File: config.mk
export PLATFORM = sky130hd
export DESIGN_NAME = mips_load_store_unit
export DESIGN_NICKNAME = d
export VERILOG_FILES = /design/src/rtl/mips_lsu_pkg.sv /design/src/rtl/mips_load_store_unit_lane_mux.sv /design/src/rtl/mips_load_store_unit.sv
export SDC_FILE = /design/constraint.sdc
export NUM_CORES = 1
export LEC_CHECK = 0
export ABC_AREA = 1
export CAP_MARGIN = 40
export CORE_ASPECT_RATIO = 0.8
export CORE_MARGIN = 2
export CORE_UTILIZATION = 40
export CTS_CLUSTER_SIZE = 12
export DETAILED_ROUTE_END_ITERATION = 12
export PLACE_DENSITY = 0.78
export SETUP_SLACK_MARGIN = 0.1
export SLEW_MARGIN = 20
export SYNTH_ARGS = -nofsm -noshare
export SYNTH_HDL_FRONTEND = slang
export SYNTH_SLANG_ARGS = --single-unit
File: constraint.sdc
create_clock -name clk -period 4.9 [get_ports clk]
set_input_delay 0.98 -clock clk [delete_from_list [all_inputs] [get_ports clk]]
set_output_delay 0.98 -clock clk [all_outputs]
set_load 0.02 [all_outputs]
File: src/rtl/mips_lsu_pkg.sv
// Shared encodings, request payload and alignment check for the MIPS load/store unit.
package mips_lsu_pkg;

  localparam int unsigned XLEN = 32;

  localparam logic [1:0] SZ_BYTE = 2'b00;
  localparam logic [1:0] SZ_HALF = 2'b01;
  localparam logic [1:0] SZ_WORD = 2'b10;

  typedef enum logic [1:0] {
    ST_IDLE  = 2'd0,
    ST_READ  = 2'd1,
    ST_WRITE = 2'd2,
    ST_RESP  = 2'd3
  } lsu_state_t;

  typedef struct packed {
    logic            we;
    logic [1:0]      size;
    logic            is_unsigned;
    logic [1:0]      addr_lo;
    logic [XLEN-1:0] wdata;
  } lsu_req_t;

  // Reserved size or an address not aligned to the access size.
  function automatic logic access_fault(input logic [1:0] size, input logic [1:0] addr_lo);
    case (size)
      SZ_BYTE: return 1'b0;
      SZ_HALF: return addr_lo[0];
      SZ_WORD: return addr_lo != 2'b00;
      default: return 1'b1;
    endcase
  endfunction

endpackage

File: src/rtl/mips_load_store_unit_lane_mux.sv
// Byte/half lane extraction for loads and lane merge for read-modify-write stores.
module lsu_lane_mux
  import mips_lsu_pkg::*;
(
  input  logic [XLEN-1:0] word,
  input  logic [1:0]      addr_lo,
  input  logic [1:0]      size,
  input  logic            is_unsigned,
  input  logic [XLEN-1:0] wdata,
  output logic [XLEN-1:0] load_data_c,
  output logic [XLEN-1:0] store_word_c
);

  logic [7:0]  byte_sel;
  logic [15:0] half_sel;

  always_comb begin
    byte_sel     = word[{addr_lo, 3'b000} +: 8];
    half_sel     = addr_lo[1] ? word[31:16] : word[15:0];
    load_data_c  = word;
    store_word_c = wdata;
    case (size)
      SZ_BYTE: begin
        load_data_c  = {{24{byte_sel[7] & ~is_unsigned}}, byte_sel};
        store_word_c = word;
        store_word_c[{addr_lo, 3'b000} +: 8] = wdata[7:0];
      end
      SZ_HALF: begin
        load_data_c  = {{16{half_sel[15] & ~is_unsigned}}, half_sel};
        store_word_c = word;
        if (addr_lo[1]) store_word_c[31:16] = wdata[15:0];
        else            store_word_c[15:0]  = wdata[15:0];
      end
      default: ;
    endcase
  end

endmodule

File: src/rtl/mips_load_store_unit.sv
// Data-memory initiator for MIPS lb/lbu/lh/lhu/lw/sb/sh/sw with RMW sub-word stores.
// Optional MIPS_LSU_BOUND_CHECK_EN flags word indices >= DEPTH as errors.
module mips_load_store_unit
  import mips_lsu_pkg::*;
#(
  parameter int unsigned WIDTH = 32,
  parameter int unsigned DEPTH = 100
) (
  input  logic             clk,
  input  logic             rst,
  input  logic             req_valid,
  output logic             req_ready,
  input  logic             req_we,
  input  logic [1:0]       req_size,
  input  logic             req_unsigned,
  input  logic [WIDTH-1:0] req_addr,
  input  logic [WIDTH-1:0] req_wdata,
  output logic             resp_valid,
  output logic [WIDTH-1:0] resp_rdata,
  output logic             resp_err,
  output logic [WIDTH-1:0] mem_A,
  output logic [WIDTH-1:0] mem_WD,
  output logic             mem_WE,
  input  logic [WIDTH-1:0] mem_RD
);

`ifdef MIPS_LSU_BOUND_CHECK_EN
  localparam bit BOUND_CHECK = 1'b1;
`else
  localparam bit BOUND_CHECK = 1'b0;
`endif

  lsu_state_t      state;
  lsu_req_t        req_q;
  logic            access_err;
  logic [XLEN-1:0] load_data_c;
  logic [XLEN-1:0] store_word_c;

  assign access_err = access_fault(req_size, req_addr[1:0])
                    | (BOUND_CHECK & (WIDTH'(req_addr[WIDTH-1:2]) >= WIDTH'(DEPTH)));

  // Lane logic works on the live read data so results land in registers at the READ edge.
  lsu_lane_mux u_lane_mux (
    .word         (mem_RD),
    .addr_lo      (req_q.addr_lo),
    .size         (req_q.size),
    .is_unsigned  (req_q.is_unsigned),
    .wdata        (req_q.wdata),
    .load_data_c  (load_data_c),
    .store_word_c (store_word_c)
  );

  always_ff @(posedge clk or negedge rst) begin
    if (!rst) begin
      state      <= ST_IDLE;
      req_q      <= '0;
      req_ready  <= 1'b1;
      resp_valid <= 1'b0;
      resp_rdata <= '0;
      resp_err   <= 1'b0;
      mem_A      <= '0;
      mem_WD     <= '0;
      mem_WE     <= 1'b0;
    end else begin
      case (state)
        ST_IDLE: begin
          if (req_valid) begin
            req_q     <= '{we: req_we, size: req_size, is_unsigned: req_unsigned,
                           addr_lo: req_addr[1:0], wdata: req_wdata};
            req_ready <= 1'b0;
            if (access_err) begin
              state      <= ST_RESP;
              resp_valid <= 1'b1;
              resp_err   <= 1'b1;
            end else begin
              mem_A <= WIDTH'(req_addr[WIDTH-1:2]);
              if (req_we && (req_size == SZ_WORD)) begin
                state  <= ST_WRITE;
                mem_WE <= 1'b1;
                mem_WD <= req_wdata;
              end else begin
                state <= ST_READ;
              end
            end
          end
        end
        ST_READ: begin
          if (req_q.we) begin
            state  <= ST_WRITE;
            mem_WE <= 1'b1;
            mem_WD <= store_word_c;
          end else begin
            state      <= ST_RESP;
            resp_valid <= 1'b1;
            resp_rdata <= load_data_c;
          end
        end
        ST_WRITE: begin
          state      <= ST_RESP;
          mem_WE     <= 1'b0;
          resp_valid <= 1'b1;
        end
        ST_RESP: begin
          state      <= ST_IDLE;
          req_ready  <= 1'b1;
          resp_valid <= 1'b0;
          resp_rdata <= '0;
          resp_err   <= 1'b0;
        end
        default: state <= ST_IDLE;
      endcase
    end
  end

endmodule

==> impl_summary.log, run 1 <==
INFO  metric placement_rows = 46
INFO  metric critical_path_required = roughly 5.3 ns
INFO  metric synth.top_cells.by_area = dfrtp_1 43%, nand2_1 19%, o21ai_0 7.4%
INFO  metric total_switching_power = 3.240 mW
INFO  metric vias = around 8100
INFO  metric internal-power = roughly 4.0 mW
INFO  metric hold_path_depth = 2
INFO  metric max-vdd-ir-drop = around 0.33 mV
INFO  metric timing.reg2reg.setup_slack = approximately 2.2 ns
INFO  metric max-clock-path-buffers = 2
INFO  metric clock_skew = 0.01212 ns
INFO  metric critical_path_class = reg2reg
INFO  metric switching_share = between 40% and 50%
INFO  metric total_power = around 7.3 mW
INFO  metric initial_core_util = 40.48%
INFO  metric whs_endpoint = resp_rdata[23]
INFO  metric critPathCaptureType = flip-flop
INFO  metric synth-edff-count = 0
INFO  metric initial_antenna_violation_count = 0
INFO  metric power.density = around 680 nW/um^2
INFO  metric data_arrival_time_of_the_critical_path = 3.11 ns
INFO  metric slew_headroom = 44.38%
INFO  metric clock_insertion_delay_worst_skew = about 0.43 ns
INFO  metric yosysUniqueCellTypes = 29
INFO  metric worst_path_clk_slew = roughly 0.06 ns
INFO  metric fin_crit = 2.738 ns
INFO  metric drv_cap = 0
INFO  metric fp.dieArea = about 21000 sq um
INFO  metric port_buffers = 200
INFO  metric clock-sinks = around 140
INFO  metric ctsHoldBuffers = 0
INFO  metric final_core_utilization = between 50% and 60%
INFO  metric synth_top_flop_cell = dfrtp_1
INFO  metric detail_route.drc_violations = 0
INFO  metric holdCritStartpoint = resp_rdata[23]
INFO  metric hold_path.class = reg2reg
INFO  metric drt_iter0_markers = 780
INFO  metric globalRoute.totalOverflow = 0
INFO  metric synth.top_cell.area_share = a little over two fifths
INFO  metric dpl_cell_area = about 10000 sq um
INFO  metric pin_count_of_the_biggest_net_entering_global_routing = 79
INFO  metric pwr-share-comb = between 50% and 60%
INFO  metric ys.warnings.count = 0
INFO  metric die_y = 130.0 microns
INFO  metric routability_cong = slightly below 1
INFO  metric p_clk_share = about a fifth
INFO  metric cts_buf_count = 17
INFO  metric clock_tree_root = clkbuf_16
INFO  metric nets = 1409
INFO  metric post-place-cells = 1542
INFO  metric syn-cell-area = around 7900 sq um
INFO  metric synth_async_reset_ratio = 100.0%
INFO  metric number_of_fill_cells_in_the_layout = 1903
INFO  metric drt.antenna.violating_nets = 0
INFO  metric synth_area_leader_cell = dfrtp_1
INFO  metric grt_setup_unrepaired = false
INFO  metric cts_resized = 0
INFO  metric layout_commonest_cell = nand2_1
INFO  metric grt_pass1_vias = between 7000 and 8000
INFO  metric finalCritPeriodShare = 55.89%
INFO  metric route.final.wire_length = 25530 microns
INFO  metric rr_startpoint = req_q[33]
INFO  metric worst-r2r-cell-count = 11
INFO  metric highest_count_cells_in_the_layout_ignoring_fill_and_taps = 409 x nand2_1, 199 x clkdlybuf4s50_1, 136 x dfrtp_1, 128 x inv_1, 117 x o21ai_0
INFO  metric detail_route.vias_per_cell = a little over 5
INFO  metric htree_levels = 4
INFO  metric grt_pass1_wl = 41490 microns
INFO  metric die_w = 161.6 microns
INFO  metric drv_slew = 0
INFO  metric tightestPinTransition = 0.8323 ns
INFO  metric setup_viol = 0
INFO  metric seq_power_share = between 20% and 30%
INFO  metric syn_to_final_growth = 34.95%
INFO  metric finalNonFillerCells = ~1600
INFO  metric num_antenna_cells = 0
INFO  metric critPathMaxFanout = 59
INFO  metric track_usage = roughly a quarter
INFO  metric finalHoldViolations = 0
INFO  metric crit-reg2reg-capture = mem_WD[21]
INFO  metric outcome = finished, final reports clean
INFO  metric first_pass_iters = 6
INFO  metric cts_post_setup_buffers_inserted = 0
INFO  metric syn_area_per_cell = about 7 sq um
INFO  metric ys_seq_area_share = between 40% and 50%
INFO  metric cts_tree = done
INFO  metric critPathLaunchType = flip-flop
INFO  metric dp_hpwl = between 15000 and 20000 microns
INFO  metric route.detailed.wl_per_inst = between 15 and 20 microns
INFO  metric yosys_register_bits = ~140
INFO  metric core_area = between 15000 and 20000 sq um
INFO  metric max_freq = roughly 370 MHz
INFO  metric power_leakage = 5.309 nW
INFO  metric ratio_of_cells_with_drive_above_1_in_the_final_layout = 4.580%
INFO  metric netlist_instances = about 1100
INFO  metric layout.cell_area.non_filler = ~11000 sq um
INFO  metric tns = 0 ns
INFO  metric pin_count = about 200
## synthesized netlist by cell type (2+ instances only)
cell type and count:
buf_6 9, nor2_1 34, o21ai_0 117, buf_1 4, clkbuf_1 26, inv_1 128
nand2_2 3, nand3_1 79, o211ai_1 26, buf_2 22, a21oi_1 103, nand2_1 409
inv_2 3, buf_4 6, dfrtp_1 137, nand4_1 3, ha_1 9, nor2_2 3
inv_4 2, nor3_1 2
## cell type report
| type | instances | area (sq um) | area share (%) |
|---|---|---|---|
| multi-input combinational | 797 | 3625 | 33.81 |
| inverter | 133 | 504.2 | 4.704 |
| sequential | 138 | 3456 | 32.24 |
| clock inverter | 11 | 191.4 | 1.786 |
| tap | 264 | 330.3 | 3.081 |
| timing repair buffer | 210 | 2143 | 19.99 |
| clock buffer | 21 | 470.5 | 4.388 |
## critical path: stages (launching register included)
cell     delay, ns
dfrtp_1       0.32
buf_4         0.48
inv_2         0.41
ha_1          0.56
nand2_1       0.21
nor2_1        0.23
nand2_1       0.07
nand2_1       0.07
nand2_1       0.05
nand2_1       0.10
nand3_1       0.08
nand2_1       0.08
## per-stage QoR
step | setup slack, ns | hold slack [ns]
4_1_cts | 2.219 | 0.4810
3_5_place_dp | 1.990 | 0.4643
3_3_place_gp | 2.005 | 0.4646
2_1_floorplan | 2.979 | 0.4533
6_report | 2.162 | 0.4816
5_1_grt | 1.963 | 0.5007
## power by group through the flow
stage | clock (mW) | combinational [mW] | sequential (mW)
global route | 1.51 | 4.18 | 2.12
floorplan | 0 | 2.07 | 2.35
global placement | 0 | 3.60 | 2.05
detailed placement | 0 | 3.73 | 2.05
finish | 1.44 | 3.76 | 2.06
CTS | 1.46 | 3.75 | 2.05
## layer usage
metal | GRT usage (%) | vias to the layer above | wire length [microns]
met2 | 38.13 | 396 | 11030
li1 | - | 3937 | -
met1 | 34.83 | 3748 | 11090
met4 | 8.088 | 0 | 485
met5 | 0 | - | 0
met3 | 7.978 | 40 | 2928
## state kept, by name, summed over array words and instances, names as in the netlist
register	flops
resp_rdata	32
mem_WD	32
resp_err	1
req_q	38
state	2
mem_WE	1
resp_valid	1
req_ready	1
mem_A	30
## cells by family (layout without fill, tap and decap cells)
logic type	after synthesis	in the layout	share of synthesized area [%]
flip-flops	138	138	43.49
buffers and inverters	200	375	10.99
other	1	2	0.04721
AO/OA/AOI/OAI	249	249	16.55
AND/OR/NAND/NOR	537	537	27.50
adder cells (fa/ha/maj)	9	9	1.418
## worst max-delay path by stage
stage | from | end | depth (start not counted)
3_5_place_dp | req_size[0] | mem_WD[30] | 9
2_1_floorplan | req_size[0] | mem_WD[10] | 9
4_1_cts | req_q[33] | mem_WD[21] | 11
3_3_place_gp | req_size[0] | mem_A[1] | 6
5_1_grt | req_q[33] | mem_WD[21] | 12
6_report | req_q[33] | mem_WD[21] | 11
(Power assumes the default switching activity.)
==> run 2: changes to the inputs <==
--- a/config.mk
+++ b/config.mk
@@ -12,7 +12,7 @@
 export CORE_UTILIZATION = 40
 export CTS_CLUSTER_SIZE = 12
 export DETAILED_ROUTE_END_ITERATION = 12
-export PLACE_DENSITY = 0.78
+export PLACE_DENSITY = 0.81
 export SETUP_SLACK_MARGIN = 0.1
 export SLEW_MARGIN = 20
 export SYNTH_ARGS = -nofsm -noshare
==> constraint.sdc (replaced) <==
create_clock -name clk -period 2.35 [get_ports clk]
set_input_delay 0.47 -clock clk [delete_from_list [all_inputs] [get_ports clk]]
set_output_delay 0.47 -clock clk [all_outputs]
set_load 0.02 [all_outputs]
==> run 2 against run 1 <==
Compared with the run above:
- register-to-register slack lost 1.8 ns
- combinational power grew 110%
- sequential power up 110%
- count of clock-buffer cells in the layout down 4
- sequential cell count did not move
- critical path type is now reg2out
- critical endpoint is now req_ready
==> impl_summary.log, run 2 (synthesis gave the netlist of run 1 again) <==
INFO  metric routability_cong = roughly 0.99
INFO  metric critical_path_required = ~1.9 ns
INFO  metric initial_antenna_violation_count = 0
INFO  metric grt_setup_unrepaired = false
INFO  metric dp_hpwl = 19530 microns
INFO  metric layout_commonest_cell = nand2_1
INFO  metric htree_levels = 4
INFO  metric ratio_of_cells_with_drive_above_1_in_the_final_layout = roughly 5.6%
INFO  metric cpPeakStageDelay = just under 0.6 ns
INFO  metric hold_path.class = reg2reg
INFO  metric max_freq = a little under 500 MHz
INFO  metric vias = approximately 8100
INFO  metric critical_path_class = reg2out
INFO  metric clock_tree_root = clkbuf_16
INFO  metric syn_to_final_growth = 35.53%
INFO  metric critPathLaunchType = flip-flop
INFO  metric post-place-cells = between 1500 and 2000
INFO  metric clock-sinks = between 100 and 150
INFO  metric fp.dieArea = 21010 sq um
INFO  metric drt.antenna.violating_nets = 0
INFO  metric highest_count_cells_in_the_layout_ignoring_fill_and_taps = 409 x nand2_1, 199 x clkdlybuf4s50_1, 136 x dfrtp_1, 128 x inv_1, 117 x o21ai_0
INFO  metric core_area = about 20000 sq um
INFO  metric power_leakage = approximately 5.3 nW
INFO  metric layout.cell_area.non_filler = 10770 sq um
INFO  metric drt_iter0_markers = 884
INFO  metric worst_path_clk_slew = ~0.060 ns
INFO  metric largest-register = req_q
INFO  metric track_usage = 25.46%
INFO  metric drv_cap = 0
INFO  metric die_y = ~130 microns
INFO  metric seq_power_share = between 20% and 30%
INFO  metric grt_pass1_vias = slightly below 8000
INFO  metric pin_count = just over 200
INFO  metric nets = between 1000 and 1500
INFO  metric port_buffers = 200
INFO  metric crit_chain = clkdlybuf4s50_1
INFO  metric finalHoldViolations = 0
INFO  metric critical_path.slowest_cell = clkdlybuf4s50_1
INFO  metric die_w = ~160 microns
INFO  metric pin_count_of_the_biggest_net_entering_global_routing = 65
INFO  metric clock_skew = approximately 0.011 ns
INFO  metric dpl_cell_area = 10140 sq um
INFO  metric max-clock-path-buffers = 2
INFO  metric cp_top_family = buffers and inverters
INFO  metric timing.reg2reg.setup_slack = 0.41 ns
INFO  metric cts_tree = done
INFO  metric largest_reg_flops = 38
INFO  metric tightestPinTransition = 0.6830 ns
INFO  metric globalRoute.totalOverflow = 0
INFO  metric outcome = finished, final reports clean
INFO  metric critPathCaptureType = output port
INFO  metric placement_rows = 46
INFO  metric reg.largest.list = req_q: 38 flops, mem_WD: 32 flops, resp_rdata: 32 flops
INFO  metric critPathMaxFanout = 2
INFO  metric finalCritPeriodShare = a little under nine tenths
INFO  metric finalNonFillerCells = approximately 1600
INFO  metric tns = 0 ns
INFO  metric p_clk_share = a little under a fifth
INFO  metric data_arrival_time_of_the_critical_path = 1.56 ns
INFO  metric detail_route.drc_violations = 0
INFO  metric clock_insertion_delay_worst_skew = 0.44 ns
INFO  metric switching_share = between 40% and 50%
INFO  metric grt_pass1_wl = between 40000 and 50000 microns
INFO  metric pwr-share-comb = 53.2%
INFO  metric cts_buf_count = 17
INFO  metric total_switching_power = 6.925 mW
INFO  metric max-vdd-ir-drop = 0.7375 mV
INFO  metric cts_post_setup_buffers_inserted = 0
INFO  metric critPathBufInv = 1
INFO  metric power.density = between 1000 and 1500 nW/um^2
INFO  metric fin_crit = 2.027 ns
INFO  metric num_antenna_cells = 0
INFO  metric slew_headroom = about 54%
INFO  metric first_pass_iters = 5
INFO  metric number_of_fill_cells_in_the_layout = about 1900
INFO  metric internal-power = between 8 and 9 mW
INFO  metric route.detailed.wl_per_inst = about 17 microns
INFO  metric initial_core_util = 40.48%
INFO  metric route.final.wire_length = about 26000 microns
INFO  metric detail_route.vias_per_cell = slightly above 5
INFO  metric drv_slew = 0
INFO  metric setup_viol = 0
run 2: changes by cell type in the layout (fill, tap and decap cells not counted), sizes merged:
cell and delta:
buf +13, clkinvlp +3, dlygate4sd3 +1, inv +5, clkbuf -4, clkinv -2
bufinv -2
run 2: area by class of cell:
| class | instances | area, sq um | area share [%] |
|---|---|---|---|
| repair buffers | 224 | 2236 | 20.77 |
| inverters | 133 | 504.2 | 4.683 |
| clock buffers | 17 | 425.4 | 3.951 |
| clock inverters | 15 | 190.2 | 1.766 |
| multi-input cells | 797 | 3625 | 33.67 |
| well taps | 264 | 330.3 | 3.068 |
| flip-flops and latches | 138 | 3456 | 32.10 |
run 2: routing by layer:
metal	track usage [%]	routed length [microns]	vias up
met5	0	0	-
met4	8.141	630	0
met3	8.455	2709	49
met2	38.44	11180	399
met1	34.79	11730	3723
li1	-	-	3958
run 2: power by group through the flow:
| stage | registers (mW) | logic, mW | clock network [mW] |
|---|---|---|---|
| after floorplan | 4.91 | 4.31 | 0 |
| after global placement | 4.23 | 7.81 | 0 |
| after detailed placement | 4.23 | 7.95 | 0 |
| after CTS | 4.22 | 8.00 | 2.85 |
| after global routing | 4.36 | 8.85 | 2.97 |
| final | 4.24 | 8.02 | 2.82 |
run 2: final timing paths:
kind / depth (start not counted) / end / startpoint
max in group asynchronous: 3 / req_ready / rst
setup reg to reg: 9 / mem_WD[30] / req_q[33]
setup / recovery: 1 / req_ready / req_ready
hold reg to reg: 2 / resp_rdata[5] / resp_rdata[5]
hold / removal: 2 / resp_rdata[5] / resp_rdata[5]
min in group asynchronous: 2 / resp_rdata[26] / rst
run 2: what timing repair did:
item / CTS / global route
endpoints found under the hold margin: 37 / 0
endpoints found under the setup margin: 0 / 0
gates resized for setup: 0 / 0
hold buffers: 1 / 0
run 2: through the flow:
stage | setup slack, ns | hold WS, ns | util, % | power [mW]
floorplan | 0.4303 | 0.1744 | - | 9.216
global placement | 0.3718 | 0.4033 | 51.67 | 12.04
detailed placement | 0.2918 | 0.4090 | 51.67 | 12.18
CTS | 0.3103 | 0.4812 | 54.86 | 15.07
global route | 0.2299 | 0.5031 | 54.86 | 16.18
finish | 0.3229 | 0.4830 | 54.86 | 15.09
==> run 3: changes to the inputs <==
--- a/config.mk
+++ b/config.mk
@@ -10,7 +10,6 @@
 export CORE_ASPECT_RATIO = 0.8
 export CORE_MARGIN = 2
 export CORE_UTILIZATION = 40
-export CTS_CLUSTER_SIZE = 12
 export DETAILED_ROUTE_END_ITERATION = 12
 export PLACE_DENSITY = 0.81
 export SETUP_SLACK_MARGIN = 0.1
==> results of run 3 <==
Final layout, timing and power as in run 2 (identical DEF).
